==> src/rtl/sevenseg_scan_driver_if.sv <==
// Bus between the BCD producer and the seven-segment scan driver.
// The producer drives value/control; the driver returns the pin-level scan outputs.
interface sevenseg_scan_driver_if #(
    parameter int DIGITS = 4
);
    logic                  en;
    logic                  load;
    logic [4*DIGITS-1:0]   bcd;
    logic                  lz_blank;
    logic [6:0]            seg;
    logic [DIGITS-1:0]     an;
    logic                  frame_done;
    logic                  pending;

    modport master (
        output en, load, bcd, lz_blank,
        input  seg, an, frame_done, pending
    );

    modport slave (
        input  en, load, bcd, lz_blank,
        output seg, an, frame_done, pending
    );
endinterface

==> src/rtl/sevenseg_scan_driver.sv <==
// Time-multiplexed seven-segment scan driver with leading-zero blanking and
// frame-aligned (tear-free) display updates.
module sevenseg_scan_driver #(
    parameter int DIGITS      = 4,
    parameter int REFRESH_DIV = 1000
) (
    input  logic                   clk,
    input  logic                   reset,
    sevenseg_scan_driver_if.slave  bus
);
    localparam int PW = (REFRESH_DIV > 1) ? $clog2(REFRESH_DIV) : 1;
    localparam int IW = (DIGITS > 1) ? $clog2(DIGITS) : 1;
    localparam int BW = 4 * DIGITS;
    localparam logic [PW-1:0] PRESC_TC = PW'(REFRESH_DIV - 1);
    localparam logic [IW-1:0] IDX_LAST = IW'(DIGITS - 1);

    function automatic logic [6:0] decode(input logic [3:0] d);
        logic [6:0] s;
        case (d)
            4'd0:    s = 7'b1111110;
            4'd1:    s = 7'b0110000;
            4'd2:    s = 7'b1101101;
            4'd3:    s = 7'b1111001;
            4'd4:    s = 7'b0110011;
            4'd5:    s = 7'b1011011;
            4'd6:    s = 7'b1011111;
            4'd7:    s = 7'b1110000;
            4'd8:    s = 7'b1111111;
            4'd9:    s = 7'b1111011;
            default: s = 7'b1001111;
        endcase
        return s;
    endfunction

    logic [PW-1:0]     presc_q, presc_d;
    logic [IW-1:0]     idx_q, idx_d;
    logic [BW-1:0]     pend_q, pend_d;
    logic [BW-1:0]     disp_q, disp_d;
    logic              pending_q, pending_d;
    logic [6:0]        seg_q, seg_d;
    logic [DIGITS-1:0] an_q, an_d;
    logic              fd_q, fd_d;

    logic              tick;
    logic              wrap;
    logic              run_zero;
    logic              blank;
    logic [3:0]        cur_digit;
    logic [DIGITS-1:0] zero_from;

    always_comb begin
        tick = bus.en && (presc_q == PRESC_TC);
        wrap = tick && (idx_q == IDX_LAST);

        presc_d = presc_q;
        if (bus.en) presc_d = tick ? '0 : presc_q + 1'b1;

        idx_d = idx_q;
        if (tick) idx_d = wrap ? '0 : idx_q + 1'b1;

        // A load landing on the wrap edge bypasses PEND so it shows this frame.
        pend_d = bus.load ? bus.bcd : pend_q;
        disp_d = disp_q;
        if (wrap) begin
            if (bus.load)      disp_d = bus.bcd;
            else if (pending_q) disp_d = pend_q;
        end
        pending_d = wrap ? 1'b0 : (bus.load ? 1'b1 : pending_q);

        // zero_from[i]: every displayed digit from the top down to i is zero.
        run_zero  = 1'b1;
        zero_from = '0;
        for (int i = DIGITS - 1; i >= 0; i--) begin
            run_zero     = run_zero && (disp_q[4*i +: 4] == 4'd0);
            zero_from[i] = run_zero;
        end

        cur_digit = disp_q[4*idx_q +: 4];
        blank     = bus.lz_blank && (idx_q != '0) && zero_from[idx_q];

        an_d = '0;
        if (bus.en) an_d[idx_q] = 1'b1;
        seg_d = (bus.en && !blank) ? decode(cur_digit) : 7'd0;
        fd_d  = wrap;
    end

    always_ff @(posedge clk or posedge reset) begin
        if (reset) begin
            presc_q   <= '0;
            idx_q     <= '0;
            pend_q    <= '0;
            disp_q    <= '0;
            pending_q <= 1'b0;
            seg_q     <= '0;
            an_q      <= '0;
            fd_q      <= 1'b0;
        end else begin
            presc_q   <= presc_d;
            idx_q     <= idx_d;
            pend_q    <= pend_d;
            disp_q    <= disp_d;
            pending_q <= pending_d;
            seg_q     <= seg_d;
            an_q      <= an_d;
            fd_q      <= fd_d;
        end
    end

    assign bus.seg        = seg_q;
    assign bus.an         = an_q;
    assign bus.frame_done = fd_q;
    assign bus.pending    = pending_q;
endmodule

==> src/flat_wrapper.sv <==
// flat-port wrapper written by rule: the top's interface ports become plain ports
module sevenseg_scan_driver_flat 
#(
    parameter int DIGITS      = 4,
    parameter int REFRESH_DIV = 1000
)
  (clk, reset, bus_en, bus_load, bus_bcd, bus_lz_blank, bus_seg, bus_an, bus_frame_done, bus_pending);
  sevenseg_scan_driver_if #(.DIGITS(DIGITS)) bus_i ();
  input  logic clk;
  input  logic reset;
  input wire logic [$bits(bus_i.en)-1:0] bus_en;
  input wire logic [$bits(bus_i.load)-1:0] bus_load;
  input wire logic [$bits(bus_i.bcd)-1:0] bus_bcd;
  input wire logic [$bits(bus_i.lz_blank)-1:0] bus_lz_blank;
  output wire logic [$bits(bus_i.seg)-1:0] bus_seg;
  output wire logic [$bits(bus_i.an)-1:0] bus_an;
  output wire logic [$bits(bus_i.frame_done)-1:0] bus_frame_done;
  output wire logic [$bits(bus_i.pending)-1:0] bus_pending;
  assign bus_i.en = bus_en;
  assign bus_i.load = bus_load;
  assign bus_i.bcd = bus_bcd;
  assign bus_i.lz_blank = bus_lz_blank;
  assign bus_seg = bus_i.seg;
  assign bus_an = bus_i.an;
  assign bus_frame_done = bus_i.frame_done;
  assign bus_pending = bus_i.pending;
  sevenseg_scan_driver #(.DIGITS(DIGITS), .REFRESH_DIV(REFRESH_DIV)) u_core (.clk(clk), .reset(reset), .bus(bus_i));
endmodule
==> config.mk <==
export PLATFORM = sky130hd
export DESIGN_NAME = sevenseg_scan_driver_flat
export DESIGN_NICKNAME = d
export VERILOG_FILES = /design/src/rtl/sevenseg_scan_driver_if.sv /design/src/rtl/sevenseg_scan_driver.sv /design/src/flat_wrapper.sv
export SDC_FILE = /design/constraint.sdc
export NUM_CORES = 1
export LEC_CHECK = 0
export ABC_AREA = 1
export CORE_ASPECT_RATIO = 0.75
export CORE_MARGIN = 5
export CORE_UTILIZATION = 55
export DETAILED_ROUTE_END_ITERATION = 10
export GPL_TIMING_DRIVEN = 0
export PLACE_DENSITY = 0.79
export SYNTH_ARGS = -nofsm -noshare
export SYNTH_HDL_FRONTEND = slang
export SYNTH_SLANG_ARGS = --single-unit
export TNS_END_PERCENT = 50
==> constraint.sdc <==
create_clock -name clk -period 2.2 [get_ports clk]
set_clock_uncertainty 0.05 [all_clocks]
set_input_delay 0.33 -clock clk [delete_from_list [all_inputs] [get_ports clk]]
set_output_delay 0.33 -clock clk [all_outputs]
set_load 0.01 [all_outputs]
==> metrics, run 1 <==
status completed; fraction of the mapped netlist area in adder cells 4.40%; DR WL met2 2550 microns; fill count 407; largest net degree at the start of global routing 43; critical path class flop to flop; DR vias/cell 4.93; synth warn 0; xor/xnor share of the synthesized area 0.308%; via count 2250; Die H 72.3 microns; Tcrit/Tclk final 87.0%; most common cell after layout, fill and taps aside nand2_1; core footprint 0.00495 sq mm; multiplexer share of the synthesized area 0%; peak supply drop 0.000378 V; layout cells sized above 1 11.9%; Cell Pwr Density 703 mW/mm^2; Die ar. 0.00672 sq mm; Crit Path Max Fanout 10; area of the multi-input gates 0.00118 sq mm; RSZ-0062 raised after global routing false; Mapped Area 0.00284 sq mm; gr usage total 19.5%; Synth Area in Compound Gates 8.14%; Reg clk slew, reported paths 0.06 ns; crit path time final 1.91 ns; syn_area_per_cell 8.20 sq um; Yosys cell types 28; sequential fraction of the synthesis area 50.2%; Rows 22; FMAX 523 MHz; worst path cell trace buf_2, nand2_1, a32oi_2, inv_1, ha_1, nand3_1, nand2_1, nor2_1, nor2_1; syn_nets 378; met1 wire length 2610 microns; capturing point of the worst reg2reg path u_core.bus.seg[3]; Max Cap Violations 0; final setup vio count 0; post-synthesis simple-gate area fraction 28.4%; WP data required 2.37 ns; num ports 34; CTS tree done; CTS buffer count 9; CTS HTree Levels 3; final wirelength 5580 microns; first-pass GRT wire length 10300 microns; Worst Hold Class input port to async pin; Routed wire per std cell 12.2 microns; area growth from synthesis to layout 21.5%; Post-Syn Instances 347; Final nets 422; WL met3 315 microns; Longest Clk Path Bufs 2; sequential cell area 0.00143 sq mm; main combinational cell family by area after synthesis simple AND/OR/NAND/NOR gates; Final Hold Viols 0; drt pass-1 iters 5; worst skew pair latency 0.34 ns; Clock Sinks 57; startpoint types flop; reg2reg setup slack 0.29 ns; HPWL Detailed 3970 microns; Place WS 0.137 ns; DRT iter0 DRCs 97; CTS Hold Buffers Added 0; Post-CTS Setup Bufs 0; antenna violations before repair 0; Crit path max-delay family flip-flops; Crit path buffers/inverters 2; #FFs+latches synth 57; Final Core Density 69.7%; slew margin rel. 72.9%; worst slew pin tran 0.406 ns; crit path DAT 2.08 ns; Final Max Tran Viols 0; vias in the first global route 2307; # resized after CTS 0; n_diodes 0; commonest cells after routing, fill and taps aside nand2_1, dfrtp_1, inv_1; Leakage 0.00185 uW; worst r2r path cells 9; grt ovf 0; CP max stage delay 0.44 ns; Port-buffer cells 32; Final ANT Viol Nets 0; Starting Density 57.4%; DRC viols 0; PnR worst setup slack 0.286 ns; Critical Path End Type flop; Highest Signal Layer met4; GPL Wtd Cong 0.900; Die W 93.0 microns; crit path max-delay cell type dfrtp_1; CTS root buf clkbuf_8; r2r startpoint u_core.idx_q[0]
[cells in the mapped netlist]
cell type,number,area [sq um]
nand3b_4,1,20.0
buf_2,3,15.0
and2_0,1,6.26
or2_2,1,6.26
nor2_4,1,11.3
nand3_4,1,17.5
nand3_1,15,75.1
nand2_1,125,469
ha_1,10,125
nor2_1,34,128
o21bai_1,1,7.51
and3_1,1,6.26
nand3_2,1,10.0
o21ai_2,16,140
o21ai_0,8,40.0
a21oi_1,7,35.0
inv_1,47,176
a32oi_1,1,8.76
buf_6,3,33.8
clkbuf_1,2,7.51
nor2_8,1,20.0
nor3_1,2,10.0
nand3b_1,1,7.51
nor3b_1,2,15.0
inv_2,3,11.3
nand4_1,1,6.26
xor2_1,1,8.76
dfrtp_1,57,1430
[flip-flops by register name (all words and copies together) (netlist names)]
name,flops
u_core.bus.an,4
u_core.bus.frame_done,1
u_core.bus.pending,1
u_core.bus.seg,7
u_core.disp_q,16
u_core.idx_q,2
u_core.pend_q,16
u_core.presc_q,10
[cell type report]
type | count | share of cell area, %
Sequential cell | 57 | 41.3
Multi-Input combinational cell | 232 | 34.2
Timing Repair Buffer | 33 | 9.85
Inverter | 50 | 5.43
Clock buffer | 13 | 4.31
Tap cell | 60 | 2.17
Buffer | 8 | 1.63
Clock inverter | 3 | 1.16
[worst register-to-register path, stage by stage, from the launching register on]
cell	delay, ns
dfrtp_1	0.44
buf_2	0.24
nand2_1	0.09
a32oi_2	0.27
inv_1	0.12
ha_1	0.30
nand3_1	0.08
nand2_1	0.06
nor2_1	0.09
nor2_1	0.05
[kinds of logic after synthesis]
family | Yosys count
buffers and inverters | 58
AOI/OAI and AO/OA | 33
adders and majority gates | 10
and+or+nand+nor | 188
xor gates and xnor gates | 1
DFF | 57
[report_power, final]
group | switching, uW | internal, uW | total (uW)
clock | 396 | 551 | 947
combinational | 152 | 119 | 270
sequential | 81.4 | 1130 | 1210
[worst max path at each step]
stage | end | start | slack [ns] | cells after the start
final | u_core.bus.seg[3] | u_core.idx_q[0] | 0.29 | 9
after global routing | u_core.bus.seg[3] | u_core.idx_q[0] | 0.09 | 9
after CTS | u_core.bus.seg[3] | u_core.idx_q[0] | 0.20 | 9
after floorplan | u_core.bus.an[0] | reset | 0.42 | 1
after detailed placement | u_core.disp_q[2] | bus_en | 0.14 | 9
after global placement | u_core.bus.seg[4] | reset | -0.55 | 2
[per-stage QoR]
step                TNS, ns  instance area, sq um  hold slack, ns  power (uW)  instances
global placement     -31.05                  3240           0.404        1480        439
detailed placement        0                  3260           0.409        1500        440
floorplan                 0                  2840           0.388        1390        347
finish                    0                  3460           0.229        2430        456
CTS                       0                  3450           0.230        2450        456
global route              0                  3460           0.257        2550        456
[routing by layer]
metal / vias to the layer above / track usage (%)
met3: 12 / 5.70
met4: 0 / 7.48
met2: 59 / 31.8
met1: 1025 / 24.8
li1: 1154 / -
met5: - / 0
Power figures use the tool's default switching activity.
==> run 2, diff against run 1 <==
--- a/config.mk
+++ b/config.mk
@@ -8,10 +8,10 @@
 export ABC_AREA = 1
 export CORE_ASPECT_RATIO = 0.75
 export CORE_MARGIN = 5
-export CORE_UTILIZATION = 55
+export CORE_UTILIZATION = 45
 export DETAILED_ROUTE_END_ITERATION = 10
 export GPL_TIMING_DRIVEN = 0
-export PLACE_DENSITY = 0.79
+export PLACE_DENSITY = 0.69
 export SYNTH_ARGS = -nofsm -noshare
 export SYNTH_HDL_FRONTEND = slang
 export SYNTH_SLANG_ARGS = --single-unit
==> constraint.sdc (replaced) <==
create_clock -name clk -period 1.6 [get_ports clk]
set_clock_uncertainty 0.05 [all_clocks]
set_input_delay 0.24 -clock clk [delete_from_list [all_inputs] [get_ports clk]]
set_output_delay 0.24 -clock clk [all_outputs]
set_load 0.01 [all_outputs]
==> run 2 against run 1 <==
Compared with the run above:
- largest power group is now clock
- worst hold slack got worse by 0.043 ns
- sequential cell count did not move
- fmax rose by 11%
- non-clock buffer count rose by 13
- utilization fell by 8.3 points
- the run now ends with setup timing left
- setup slack got worse by 0.41 ns
- clock power rose by 84%
- die area rose by 19%
- largest cell class unchanged
- sequential share of layout area fell by 3.9 points
- critical path depth rose by 1
==> metrics, run 2 (same netlist as run 1, synthesis figures left out) <==
status finished with violations; failing checks setup timing; Tcrit/Tclk final 108% (+21 points); num ports 34 (unchanged); PnR worst setup slack -0.127 ns (-0.413 ns); met3 usage 5.62% (-0.081 points); final wirelength 5700 microns (+2.1%); DP Area 0.00328 sq mm (+0.73%); fill count 523 (+29%); Longest Clk Path Bufs 2 (unchanged); commonest cells after routing, fill and taps aside nand2_1, dfrtp_1, inv_1; Cell Pwr Density 988 mW/mm^2 (+40%); vias in the first global route 2098 (-9.1%); gr usage total 15.4% (-4.1 points); n_diodes 0 (unchanged); critical path class flop to flop; WP data required 1.78 ns (-0.59 ns); CTS HTree Levels 3 (unchanged); peak supply drop 0.000632 V (+67%); Final Hold Viols 0 (unchanged); net switching power figure 870 uW (+38%); CTS tree done; worst skew pair latency 0.33 ns (about the same); HPWL Detailed 3790 microns (-4.5%); Regs by FF count u_core.disp_q (16), u_core.pend_q (16), u_core.presc_q (10); sequential share of power 44.0% (-5.9 points); Final ANT Viol Nets 0 (unchanged); Crit path buffers/inverters 3 (+1); DRT iter0 DRCs 94 (-3.1%); crit path time final 1.73 ns (-0.187 ns); combinational power share 9.8% (-1.3 points); DRC viols 0 (unchanged); Final nets 435 (+3.1%); most common cell after layout, fill and taps aside nand2_1; Die ar. 0.00803 sq mm (+19%); clock share of power 46.2% (+7.2 points); design area 0.00382 sq mm (+11%); worst path cell trace clkinv_4, nand2_4, a32oi_4, inv_2, ha_4, nand3_4, nand2_4, nand2_2, inv_2, nor2_1; CP Depth 10 (+1); Die H 78.8 microns (+9.1%); Max Cap Violations 0 (unchanged); GR met2 Demand/Resource 23.4% (-8.4 points); Critical Path End Type flop; Rows 25 (+14%); CTS Hold Buffers Added 0 (unchanged); P_int 2910 uW (+61%); final setup vio count 13 (+13); first-pass GRT wire length 9600 microns (-6.6%); antenna violations before repair 0 (unchanged); Clock Sinks 57 (unchanged); Crit Path Max Fanout 8 (-2); Routed wire per std cell 11.6 microns (-5.0%); FMAX 579 MHz (+11%); busiest grt layer met2; worst slew pin tran 0.513 ns (+0.107 ns); crit path max-delay cell type dfrtp_2; met1 Resource Use GR 20.3% (-4.5 points); DR vias/cell 4.58 (-7.1%); via count 2245 (-0.22%); RSZ-0062 raised after global routing true; CTS root buf clkbuf_8; Final Max Tran Viols 0 (unchanged); GPL Wtd Cong 0.796 (-12%); Die W 102 microns (+9.4%); drt pass-1 iters 6 (+1); slew margin rel. 65.7% (-7.2 points); Starting Density 45.7% (-12 points); largest net degree at the start of global routing 58 (+35%); grt ovf 0 (unchanged); core footprint 0.00622 sq mm (+26%); Worst Hold Class input port to flop; area growth from synthesis to layout 34.5%; CTS buffer count 9 (unchanged); Reg clk slew, reported paths 0.06 ns (about the same); startpoint types flop; Port-buffer cells 32 (unchanged); Crit path max-delay family flip-flops; Leakage 0.00198 uW (+6.9%); crit path DAT 1.90 ns (-0.18 ns); hold_ws 0.186 ns (-0.0432 ns); worst r2r path cells 10 (+1); CP max stage delay 0.45 ns (about the same); layout cells sized above 1 21.8% (+9.9 points); WHS Path Cells 3; sw frac 23.0% (-2.9 points); setup TNS -0.470 ns (-0.470 ns)
run 2: cell count changes in the layout (fill, tap and decap cells not counted), sizes merged:
| cell | before | now |
|---|---|---|
| clkinvlp | 0 | 1 |
| clkbuf | 15 | 12 |
| inv | 50 | 48 |
| bufinv | 1 | 4 |
| clkinv | 2 | 3 |
| buf | 7 | 20 |
run 2: worst reg2reg max path: cells and delay by family, from the launching register on:
kind / cells / cell delay (ns)
compound gates: 1 / 0.28
buf+inv: 3 / 0.26
flops: 1 / 0.45
fa+ha+maj: 1 / 0.29
simple gates: 5 / 0.29
run 2: power by group through the flow:
| stage | clock network [uW] | logic [uW] | registers, uW |
|---|---|---|---|
| after CTS | 1780 | 364 | 1660 |
| after global placement | 0 | 352 | 1680 |
| after global routing | 1860 | 428 | 1680 |
| after floorplan | 0 | 242 | 1670 |
| final | 1740 | 372 | 1660 |
| after detailed placement | 0 | 362 | 1690 |
run 2: timing repair:
item,CTS,global route
gates resized for setup,19,24
pin swaps,4,12
endpoints found under the setup margin,17,25
buffers inserted,5,8
run 2: layer usage:
layer	up-vias	wire (microns)
met3	9	321
met4	0	55
met1	1010	2740
met5	-	0
li1	1173	-
met2	53	2590
run 2: area by class of cell:
class	instances	area [sq um]	share of cell area, %
Sequential cell	57	1430	37.4
Multi-Input combinational cell	232	1330	34.8
Timing Repair Buffer	46	442	11.5
Inverter	50	201	5.27
Clock inverter	6	130	3.40
Clock buffer	10	128	3.34
Tap cell	81	101	2.65
Buffer	8	62.6	1.64
run 2: path summary, 6_finish.rpt:
check,from,endpoint,slack [ns]
worst max register to register,u_core.idx_q[0],u_core.bus.seg[5],-0.13
worst min-delay path,bus_load,u_core.pend_q[11],0.19
worst max-delay path,u_core.idx_q[0],u_core.bus.seg[5],-0.13
max in group asynchronous,reset,u_core.idx_q[1],0.73
min in group asynchronous,reset,u_core.disp_q[9],0.24
worst min register to register,u_core.pend_q[11],u_core.pend_q[11],0.42
run 2: per-stage QoR:
step / total power [uW] / cells / util [%] / setup WS (ns)
floorplan: 1910 / 347 / - / -0.0432
detailed placement: 2050 / 460 / 52.7 / -0.333
global placement: 2040 / 460 / 52.7 / -0.342
CTS: 3810 / 481 / 58.8 / -0.0773
global route: 3960 / 490 / 61.4 / -0.194
finish: 3780 / 490 / 61.4 / -0.127
==> run 3, diff against run 2 <==
--- a/config.mk
+++ b/config.mk
@@ -11,6 +11,7 @@
 export CORE_UTILIZATION = 45
 export DETAILED_ROUTE_END_ITERATION = 10
 export GPL_TIMING_DRIVEN = 0
+export MAX_ROUTING_LAYER = met4
 export PLACE_DENSITY = 0.69
 export SYNTH_ARGS = -nofsm -noshare
 export SYNTH_HDL_FRONTEND = slang
==> run 3 against run 2 <==
Compared with the run above:
- sequential share of layout area shrank 0.24 points
- non-clock buffer count did not move
- wire length rose by 0.37%
- highest routed layer unchanged
- critical path type unchanged
- critical endpoint unchanged
- sequential cell count stayed put
- the run still ends with setup timing left
- fmax rose by 0.98%
- sequential power about the same
- via count fell by 0.58%
==> metrics, run 3 (same netlist as run 1, synthesis figures left out) <==
Inst Count DP 460 (unchanged); CTS HTree Levels 3 (unchanged); RSZ-0062 raised after global routing true; Final ANT Viol Nets 0 (unchanged); commonest cells after routing, fill and taps aside nand2_1, dfrtp_1, inv_1; beginning of the worst hold path bus_load; Final nets 435 (unchanged); HPWL Detailed 3790 microns (unchanged); slew margin rel. 61.8% (-3.9 points); Starting Density 45.7% (unchanged); DRC viols 0 (unchanged); r2r startpoint u_core.idx_q[0]; Non-Filler Instances 490 (unchanged); crit path time final 1.71 ns (-0.0167 ns); final wirelength 5720 microns (+0.37%); DP Area 0.00328 sq mm (unchanged); via count 2232 (-0.58%); gr usage total 15.8% (+0.42 points); Reg clk slew, reported paths 0.06 ns (about the same); largest net degree at the start of global routing 58 (unchanged); critical path class flop to flop; worst slew pin tran 0.571 ns (+0.0582 ns); drt pass-1 iters 4 (-2); Crit Path Max Fanout 8 (unchanged); Worst Hold Class input port to flop; Rows 25 (unchanged); antenna violations before repair 0 (unchanged); core footprint 0.00622 sq mm (unchanged); CTS root buf clkbuf_8; status finished with violations; GPL Wtd Cong 0.808 (+1.4%); peak supply drop 0.000640 V (+1.2%); crit path DAT 1.89 ns (about the same); worst skew pair latency 0.34 ns (about the same); final setup vio count 8 (-5); Final Max Tran Viols 0 (unchanged); n_diodes 0 (unchanged); Leakage 0.00199 uW (+0.62%); DRT iter0 DRCs 119 (+27%); num ports 34 (unchanged); CTS Hold Buffers Added 0 (unchanged); Critical Path End Type flop; Max Cap Violations 0 (unchanged); Tcrit/Tclk final 107% (-1.0 points); Regs by FF count u_core.disp_q (16), u_core.pend_q (16), u_core.presc_q (10); failing checks setup timing; Die ar. 0.00803 sq mm (unchanged); Crit. Startpoint u_core.idx_q[0]; Final Hold Viols 0 (unchanged); CTS tree done; FMAX 585 MHz (+0.98%); WP data required 1.78 ns (about the same); Cell Pwr Density 983 mW/mm^2 (-0.55%); design area 0.00385 sq mm (+0.65%); most common cell after layout, fill and taps aside nand2_1; Routed wire per std cell 11.7 microns (+0.37%); Clock Sinks 57 (unchanged); Port-buffer cells 32 (unchanged); CTS buffer count 9 (unchanged); Tot Pwr 3780 uW (+0.10%); startpoint types flop; vias in the first global route 2100 (+0.095%); Die W 102 microns (unchanged); PnR worst setup slack -0.110 ns (+0.0167 ns); layout cells sized above 1 22.0% (+0.24 points); Longest Clk Path Bufs 2 (unchanged); area growth from synthesis to layout 35.4%; first-pass GRT wire length 9610 microns (+0.15%); grt ovf 0 (unchanged); DR vias/cell 4.56 (-0.58%); Die H 78.8 microns (unchanged)
run 3: cell count changes in the layout (fill, tap and decap cells not counted):
cell,change
nand3_4,+1
buf_4,-1
buf_12,+1
nand2_2,+2
inv_2,-1
nand2_1,-2
inv_1,+1
nand3_2,-1
run 3: through the flow:
step           setup TNS (ns)  worst slack (ns)  hold slack, ns  utilization, %
2_1_floorplan         -0.0857           -0.0432           0.277               -
3_3_place_gp           -10.10            -0.342           0.404            52.7
3_5_place_dp           -10.65            -0.333           0.409            52.7
4_1_cts                -0.381           -0.0773           0.178            58.8
5_1_grt                 -2.35            -0.182           0.196            61.8
6_report               -0.341            -0.110           0.183            61.8
run 3: where the power goes:
part | internal (uW) | switching (uW)
clock network | 1190 | 563
logic | 167 | 205
registers | 1560 | 106
run 3: final cells by class:
class,count,area (sq um)
fill,520,2370
sequential,57,1430
multi-input combinational,232,1340
timing repair buffer,46,454
inverter,50,201
clock inverter,6,130
clock buffer,10,128
tap,81,101
buffer,8,62.6
run 3: worst max-delay path: stages, from the launching register on:
cell and delay [ns]:
dfrtp_2 0.45, clkinv_4 0.10, nand2_4 0.05, a32oi_4 0.27, inv_2 0.10, ha_4 0.29, nand3_4 0.07, nand2_4 0.08
nand2_2 0.05, inv_2 0.04, nor2_1 0.03
run 3: path summary, 6_finish.rpt:
| kind | end | slack (ns) | cells after the start |
|---|---|---|---|
| setup / recovery | u_core.bus.seg[5] | -0.11 | 10 |
| hold / removal | u_core.pend_q[11] | 0.18 | 3 |
| setup reg to reg | u_core.bus.seg[5] | -0.11 | 10 |
| hold reg to reg | u_core.pend_q[11] | 0.42 | 2 |
| max in group asynchronous | u_core.idx_q[1] | 0.69 | 3 |
| min in group asynchronous | u_core.pend_q[3] | 0.26 | 2 |
run 3: repair_timing:
item | 4_1_cts | 5_1_grt
resized for setup | 19 | 26
setup endpoints to repair | 17 | 25
buffers inserted | 5 | 8
pin swaps | 4 | 15
run 3: metal layers:
metal	track usage (%)	part of all wire [%]
met1	20.6	49
met5	-	0
met3	5.27	4.4
met2	23.4	46
met4	5.18	0.65
